$ cat config.mk
export PLATFORM = sky130hd
export DESIGN_NAME = uart_sync_fifo_flat
export DESIGN_NICKNAME = d
export VERILOG_FILES = /design/src/rtl/uart_fifo_pkg.sv /design/src/rtl/uart_sync_fifo_if.sv /design/src/rtl/uart_fifo_ptr.sv /design/src/rtl/uart_sync_fifo.sv /design/src/flat_wrapper.sv
export SDC_FILE = /design/constraint.sdc
export NUM_CORES = 1
export LEC_CHECK = 0
export ABC_CLOCK_PERIOD_IN_PS = 2600
export BUFFER_PORTS_ARGS = -buffer_cell sky130_fd_sc_hd__buf_4
export CORE_MARGIN = 10
export CORE_UTILIZATION = 46
export CTS_CLUSTER_DIAMETER = 30
export DETAILED_ROUTE_END_ITERATION = 6
export PLACE_DENSITY = 0.65
export SETUP_SLACK_MARGIN = 0.05
export SLEW_MARGIN = 20
export SYNTH_ARGS = -nofsm -noshare
export SYNTH_HDL_FRONTEND = slang
export SYNTH_SLANG_ARGS = --single-unit
$ cat constraint.sdc
create_clock -name clk -period 2.6 [get_ports clk]
set_input_delay 0 -clock clk [delete_from_list [all_inputs] [get_ports clk]]
set_output_delay 0 -clock clk [all_outputs]
set_load 0.01 [all_outputs]
$ cat src/rtl/uart_fifo_pkg.sv
// Shared helpers for the UART byte FIFO: pointer/count width function and
// read-mode selectors.
package uart_fifo_pkg;

    localparam int FIFO_MODE_REG  = 0;
    localparam int FIFO_MODE_FWFT = 1;

    // Bits needed to index n distinct values; never less than 1.
    function automatic int clog2_depth(input int n);
        int w;
        w = 1;
        while ((1 << w) < n) w = w + 1;
        return w;
    endfunction

endpackage

$ cat src/rtl/uart_sync_fifo_if.sv
// Handshake, status and control bundle between a UART byte engine and the FIFO.
interface uart_sync_fifo_if
    import uart_fifo_pkg::*;
#(
    parameter int DATA_WIDTH = 8,
    parameter int DEPTH      = 16
);
    localparam int CW = clog2_depth(DEPTH + 1);

    logic                  flush;
    logic                  clr_err;
    logic                  wr_en;
    logic [DATA_WIDTH-1:0] wr_data;
    logic                  rd_en;
    logic [DATA_WIDTH-1:0] rd_data;
    logic                  rd_valid;
    logic [CW-1:0]         count;
    logic                  full;
    logic                  empty;
    logic                  almost_full;
    logic                  almost_empty;
    logic                  overflow;
    logic                  underflow;

    modport master (
        output flush, clr_err, wr_en, wr_data, rd_en,
        input  rd_data, rd_valid, count, full, empty,
               almost_full, almost_empty, overflow, underflow
    );

    modport slave (
        input  flush, clr_err, wr_en, wr_data, rd_en,
        output rd_data, rd_valid, count, full, empty,
               almost_full, almost_empty, overflow, underflow
    );

endinterface

$ cat src/rtl/uart_fifo_ptr.sv
// Wrapping FIFO pointer for arbitrary depth; wraps DEPTH-1 -> 0 by compare.
module uart_fifo_ptr
    import uart_fifo_pkg::*;
#(
    parameter int DEPTH = 16,
    localparam int PW   = clog2_depth(DEPTH)
) (
    input  logic          clk,
    input  logic          reset,
    input  logic          clr,
    input  logic          inc,
    output logic [PW-1:0] ptr
);

    always_ff @(posedge clk) begin
        if (reset || clr) begin
            ptr <= '0;
        end else if (inc) begin
            ptr <= (ptr == PW'(DEPTH - 1)) ? '0 : ptr + 1'b1;
        end
    end

endmodule

$ cat src/rtl/uart_sync_fifo.sv
// Single-clock byte FIFO between UART engines and host, with occupancy,
// watermark flags, FWFT or registered read, flush and sticky error flags.
module uart_sync_fifo
    import uart_fifo_pkg::*;
#(
    parameter int DATA_WIDTH = 8,
    parameter int DEPTH      = 16,
    parameter int FWFT       = FIFO_MODE_REG,
    parameter int AF_LEVEL   = DEPTH - 2,
    parameter int AE_LEVEL   = 2
) (
    input logic             clk,
    input logic             reset,
    uart_sync_fifo_if.slave bus
);
    localparam int PW = clog2_depth(DEPTH);
    localparam int CW = clog2_depth(DEPTH + 1);

    if (DEPTH < 2 || AE_LEVEL >= AF_LEVEL || AF_LEVEL > DEPTH) begin : g_param_err
        $error("uart_sync_fifo: need DEPTH>=2 and AE_LEVEL < AF_LEVEL <= DEPTH");
    end

    logic [DATA_WIDTH-1:0] mem [DEPTH];
    logic [PW-1:0]         wr_ptr;
    logic [PW-1:0]         rd_ptr;
    logic [CW-1:0]         count_q;
    logic                  empty;
    logic                  full;
    logic                  rd_acc;
    logic                  wr_acc;
    logic                  overflow_q;
    logic                  underflow_q;

    // Accept decisions use only registered state; flush masks both sides.
    assign empty  = (count_q == '0);
    assign full   = (count_q == CW'(DEPTH));
    assign rd_acc = bus.rd_en & ~empty & ~bus.flush;
    assign wr_acc = bus.wr_en & (~full | rd_acc) & ~bus.flush;

    uart_fifo_ptr #(.DEPTH(DEPTH)) u_wr_ptr (
        .clk   (clk),
        .reset (reset),
        .clr   (bus.flush),
        .inc   (wr_acc),
        .ptr   (wr_ptr)
    );

    uart_fifo_ptr #(.DEPTH(DEPTH)) u_rd_ptr (
        .clk   (clk),
        .reset (reset),
        .clr   (bus.flush),
        .inc   (rd_acc),
        .ptr   (rd_ptr)
    );

    always_ff @(posedge clk) begin
        if (!reset && wr_acc) begin
            mem[wr_ptr] <= bus.wr_data;
        end
    end

    always_ff @(posedge clk) begin
        if (reset || bus.flush) begin
            count_q <= '0;
        end else if (wr_acc && !rd_acc) begin
            count_q <= count_q + 1'b1;
        end else if (rd_acc && !wr_acc) begin
            count_q <= count_q - 1'b1;
        end
    end

    // A fresh error in the same cycle as clr_err wins over the clear.
    always_ff @(posedge clk) begin
        if (reset) begin
            overflow_q  <= 1'b0;
            underflow_q <= 1'b0;
        end else if (!bus.flush) begin
            overflow_q  <= (overflow_q  & ~bus.clr_err) | (bus.wr_en & ~wr_acc);
            underflow_q <= (underflow_q & ~bus.clr_err) | (bus.rd_en & ~rd_acc);
        end
    end

    assign bus.count        = count_q;
    assign bus.empty        = empty;
    assign bus.full         = full;
    assign bus.almost_full  = (count_q >= CW'(AF_LEVEL));
    assign bus.almost_empty = (count_q <= CW'(AE_LEVEL));
    assign bus.overflow     = overflow_q;
    assign bus.underflow    = underflow_q;

    if (FWFT == FIFO_MODE_FWFT) begin : g_fwft
        assign bus.rd_data  = mem[rd_ptr];
        assign bus.rd_valid = ~empty;
    end else begin : g_reg
        logic [DATA_WIDTH-1:0] rd_data_q;
        logic                  rd_valid_q;

        always_ff @(posedge clk) begin
            if (reset) begin
                rd_data_q  <= '0;
                rd_valid_q <= 1'b0;
            end else begin
                rd_valid_q <= rd_acc;
                if (rd_acc) begin
                    rd_data_q <= mem[rd_ptr];
                end
            end
        end

        assign bus.rd_data  = rd_data_q;
        assign bus.rd_valid = rd_valid_q;
    end

endmodule

$ cat src/flat_wrapper.sv
// flat-port wrapper written by rule: the top's interface ports become plain ports
module uart_sync_fifo_flat import uart_fifo_pkg::*;
#(
    parameter int DATA_WIDTH = 8,
    parameter int DEPTH      = 16,
    parameter int FWFT       = FIFO_MODE_REG,
    parameter int AF_LEVEL   = DEPTH - 2,
    parameter int AE_LEVEL   = 2
)
  (clk, reset, bus_flush, bus_clr_err, bus_wr_en, bus_wr_data, bus_rd_en, bus_rd_data, bus_rd_valid, bus_count, bus_full, bus_empty, bus_almost_full, bus_almost_empty, bus_overflow, bus_underflow);
  uart_sync_fifo_if #(.DATA_WIDTH(DATA_WIDTH), .DEPTH(DEPTH)) bus_i ();
  input logic clk;
  input logic reset;
  input wire logic [$bits(bus_i.flush)-1:0] bus_flush;
  input wire logic [$bits(bus_i.clr_err)-1:0] bus_clr_err;
  input wire logic [$bits(bus_i.wr_en)-1:0] bus_wr_en;
  input wire logic [$bits(bus_i.wr_data)-1:0] bus_wr_data;
  input wire logic [$bits(bus_i.rd_en)-1:0] bus_rd_en;
  output wire logic [$bits(bus_i.rd_data)-1:0] bus_rd_data;
  output wire logic [$bits(bus_i.rd_valid)-1:0] bus_rd_valid;
  output wire logic [$bits(bus_i.count)-1:0] bus_count;
  output wire logic [$bits(bus_i.full)-1:0] bus_full;
  output wire logic [$bits(bus_i.empty)-1:0] bus_empty;
  output wire logic [$bits(bus_i.almost_full)-1:0] bus_almost_full;
  output wire logic [$bits(bus_i.almost_empty)-1:0] bus_almost_empty;
  output wire logic [$bits(bus_i.overflow)-1:0] bus_overflow;
  output wire logic [$bits(bus_i.underflow)-1:0] bus_underflow;
  assign bus_i.flush = bus_flush;
  assign bus_i.clr_err = bus_clr_err;
  assign bus_i.wr_en = bus_wr_en;
  assign bus_i.wr_data = bus_wr_data;
  assign bus_i.rd_en = bus_rd_en;
  assign bus_rd_data = bus_i.rd_data;
  assign bus_rd_valid = bus_i.rd_valid;
  assign bus_count = bus_i.count;
  assign bus_full = bus_i.full;
  assign bus_empty = bus_i.empty;
  assign bus_almost_full = bus_i.almost_full;
  assign bus_almost_empty = bus_i.almost_empty;
  assign bus_overflow = bus_i.overflow;
  assign bus_underflow = bus_i.underflow;
  uart_sync_fifo #(.DATA_WIDTH(DATA_WIDTH), .DEPTH(DEPTH), .FWFT(FWFT), .AF_LEVEL(AF_LEVEL), .AE_LEVEL(AE_LEVEL)) u_core (.clk(clk), .reset(reset), .bus(bus_i));
endmodule
==> results_dict.tcl <==
set metrics [dict create \
    run_status "completed" \
    post_synth_xor_area_fraction_pct 0.705 \
    design.final.nets 455 \
    critPathKind "register to register" \
    timing.critical_path.cells "or4_4 -> o21a_1 -> inv_2 -> ha_4 -> inv_4 -> fa_2 -> a21o_1 -> a21oi_2 -> mux2i_1 -> mux2i_1" \
    synth.lib_cells_used.distinct 38 \
    postCtsResizedCells 0 \
    post_synthesis_sequential_area_ratio_pct 69.6 \
    max-clock-path-buffers 2 \
    number_of_global_route_vias_before_repair 3483 \
    gate_count_after_technology_mapping 370 \
    leakagePower_nw 2.40 \
    synth_enable_flop_cells 128 \
    area_inside_the_core_boundary_um2 13200 \
    synth_top_family_by_area "multiplexers" \
    final-seq-area_um2 4330 \
    worst_pin_slew_ns 0.879 \
    insertedDiodeCount 0 \
    slowest_delay_ns 0.52 \
    clock.fmax_ghz 0.395 \
    ctsHtreeMaxLevel 4 \
    grt-ovfl-total 0 \
    initial_core_utilization_pct 46.9 \
    slew-limit-headroom_pct 41.2 \
    cpMostUsedCell "sky130_fd_sc_hd__mux2i_1" \
    min_period_ns 2.53 \
    grtUsageTotal_pct 14.3 \
    synthesis.area_um2 6210 \
    filler_cell_count 1049 \
    synth_compound_gate_area_share_pct 5.92 \
    finalCritPeriodShare_pct 97.3 \
    critPathSlowestCell "sky130_fd_sc_hd__or4_4" \
    clock_insertion_delay_worst_skew_ns 0.41 \
    cts.root.buffer_cell "sky130_fd_sc_hd__clkbuf_16" \
    synthArstFlopShare_pct 0 \
    tritoncts "yes" \
    quantity_of_i_o_buffers_inserted_on_ports 33 \
    detail_route.vias_per_cell 5.35 \
    boundaryPins 34 \
    final_max_slew_viol_count 0 \
    first_pass_grt_wire_length_um 19500 \
    worst_setup_path_start_kind "register" \
    ys_warn_count 0 \
    clock_skew_ns 0.00751 \
    placed_area_um2 6730 \
    register_bit_total_from_synthesis 152 \
    rsz0062_at_grt "true" \
    power.ir.vdd_worst_mv 0.585 \
    firstDrtPassIters 4 \
    largest_net_degree_at_the_start_of_global_routing 31 \
    area_growth_pct 18.7 \
    timing.critical_path.arrival_ns 2.87 \
    timing.critical_path.required_ns 2.94 \
    synth_ff_type "sky130_fd_sc_hd__edfxtp_1" \
    clock_sinks 152 \
    synth_top_area_cell "sky130_fd_sc_hd__edfxtp_1" \
    maxCapViolCount 0 \
    clk_pin_slew_worst_paths_ns 0.06 \
    worst_hold_path_type "primary input to register" \
    yosys-top-cells-area "sky130_fd_sc_hd__edfxtp_1 62%, sky130_fd_sc_hd__mux4_2 8.7%, sky130_fd_sc_hd__dfxtp_1 7.7%, sky130_fd_sc_hd__mux2i_1 4.7%, sky130_fd_sc_hd__nor2_1 2.5%" \
    drt.antenna.violating_nets 0 \
    list_of_most_frequent_post_synthesis_cells "128 x sky130_fd_sc_hd__edfxtp_1, 42 x sky130_fd_sc_hd__nor2_1, 29 x sky130_fd_sc_hd__mux2i_1, 24 x sky130_fd_sc_hd__dfxtp_1, 24 x sky130_fd_sc_hd__mux4_2" \
    cell_count_along_the_critical_path 10 \
    postSynthAreaPerCell_um2 16.8 \
    postSynthNetCount 394 \
    cts_inserted_buffers 17 \
    post-route-drc-count 0 \
    synth_most_common_cell "sky130_fd_sc_hd__edfxtp_1" \
    reg2reg_depth 10 \
    cpLargestDelayFamily "simple AND/OR/NAND/NOR gates" \
    yosys.area.top_type_share_pct 61.9 \
    timing.hold.worst_path_depth 4 \
    stdcell_area_um2 7370 \
    post_synth_mux_area_share_pct 13.4 \
    cp_max_fo 5 \
    num_rows 42 \
    dr_total_vias 3318 \
    setup-violations-final 0 \
    power.density_cell_area_nw_per_um2 689 \
    drive_gt1_share_pct 28.6 \
    hold_violations 0 \
    detail_route.iter0.violations 258 \
    die-height_um 136 \
    area_of_the_multi_input_gates_um2 1780 \
    synth_simple_gate_area_share_pct 5.96 \
    grt_antenna_before_repair 0 \
    die_x_um 136 \
    gp_routability_congestion 0.750 \
    wp_buf_inv 2 \
    die_area_um2 18500 \
    detailed_place_hpwl_um 8180 \
    critical_path.endpoint_type "register" \
    totalNegativeSetupSlack_ns 0 \
    yosys.area_share.adder_pct 2.14 \
    avgRoutedWirePerCell_um 20.1 \
    routed_wirelength_um 12500 \
]
-- metal layers --
metal | wire length, um | global-route usage [%] | part of all wire [%]
met4 | 112 | 4.08 | 0.90
met3 | 922 | 4.72 | 7.4
met1 | 5220 | 18.1 | 42
met5 | 0 | 0 | 0
met2 | 6200 | 22.9 | 50
-- worst register-to-register path: cells and delay by family, from the launching register on --
family,cells,cell delay [ns]
and+or+nand+nor,1,0.52
AOI/OAI and AO/OA,3,0.52
adders and majority gates,2,0.49
muxes,2,0.45
DFF,1,0.34
buffers and inverters,2,0.13
-- flip-flops by register name (all words and copies together), names as in the netlist --
| name | cells |
|---|---|
| u_core.mem | 128 |
| u_core.bus.rd_data | 8 |
| u_core.bus.count | 5 |
| u_core.u_rd_ptr.ptr | 4 |
| u_core.u_wr_ptr.ptr | 4 |
| u_core.bus.overflow | 1 |
| u_core.bus.rd_valid | 1 |
| u_core.bus.underflow | 1 |
-- what timing repair did --
| action | 4_1_cts | 5_1_grt |
|---|---|---|
| hold buffers | 13 | 0 |
| pin swaps | 1 | 0 |
| hold endpoints to repair | 141 | 0 |
| setup endpoints to repair | 1 | 1 |
| setup buffers | 2 | 0 |
-- cell families (layout without fill, tap and decap cells) --
family          after synthesis  count (layout)
compound gates               45              45
buf+inv                      26             100
xor+xnor                      5               5
flops                       152             152
simple gates                 79              79
fa+ha+maj                    10              10
mux                          53              53
-- layout by cell type (no fill, tap or decap), types with 2 or more instances in the layout --
master                          netlist  layout
sky130_fd_sc_hd__nor2_1              42      42
sky130_fd_sc_hd__nand3_1              3       3
sky130_fd_sc_hd__a22oi_1              2       2
sky130_fd_sc_hd__a21oi_1              6       5
sky130_fd_sc_hd__clkbuf_16            0      17
sky130_fd_sc_hd__nand3b_1             3       3
sky130_fd_sc_hd__ha_4                 0       2
sky130_fd_sc_hd__inv_1                5       3
sky130_fd_sc_hd__nor3_1               3       3
sky130_fd_sc_hd__mux2i_1             29      29
sky130_fd_sc_hd__a21o_1               2       2
sky130_fd_sc_hd__o22ai_1              8       8
sky130_fd_sc_hd__nand2_1              9       9
sky130_fd_sc_hd__nand2b_1             5       5
sky130_fd_sc_hd__mux4_2              24      24
sky130_fd_sc_hd__buf_4                4      49
sky130_fd_sc_hd__dfxtp_2              0       2
sky130_fd_sc_hd__dlygate4sd3_1        0      13
sky130_fd_sc_hd__nor2b_1              2       2
sky130_fd_sc_hd__ha_1                 9       7
sky130_fd_sc_hd__clkbuf_1            10       8
sky130_fd_sc_hd__xor2_1               4       4
sky130_fd_sc_hd__a311oi_2             8       8
sky130_fd_sc_hd__or2_2                9       9
sky130_fd_sc_hd__a31oi_1             11      11
sky130_fd_sc_hd__clkinv_2             0       6
sky130_fd_sc_hd__edfxtp_1           128     128
sky130_fd_sc_hd__dfxtp_1             24      21
-- through the flow --
stage	total power [mW]	utilization, %	hold slack (ns)	setup WS (ns)	std cells
floorplan	2.89	-	0.0679	0.0125	370
global placement	3.01	50.8	0.330	0.0793	573
detailed placement	3.02	50.8	0.339	-0.0256	573
CTS	5.11	55.7	0.0989	0.0614	620
global route	5.25	55.7	0.172	-0.0480	620
finish	5.08	55.7	0.122	0.0714	620
-- power breakdown --
| part | leakage, nW | internal, mW | total [mW] | switching, mW |
|---|---|---|---|---|
| Clock | 0.250 | 1.23 | 2.09 | 0.860 |
| Combinational | 0.806 | 0.145 | 0.310 | 0.165 |
| Sequential | 1.35 | 2.66 | 2.68 | 0.0137 |
| Total | 2.40 | 4.04 | 5.08 | 1.04 |
-- final cells by class --
class	instances	area share, %
clock buffers	26	6.37
flip-flops and latches	152	58.8
clock inverters	6	0.407
repair buffers	63	7.03
multi-input cells	192	24.2
well taps	176	2.99
inverters	5	0.289
-- final timing paths --
check | from | endpoint | slack (ns)
max | u_core.bus.count[1] | u_core.bus.count[4] | 0.07
min | bus_wr_en | u_core.bus.overflow | 0.12
max reg2reg | u_core.bus.count[1] | u_core.bus.count[4] | 0.07
min reg2reg | u_core.bus.overflow | u_core.bus.overflow | 0.51
Note: power is estimated with default switching activity, not from simulation.
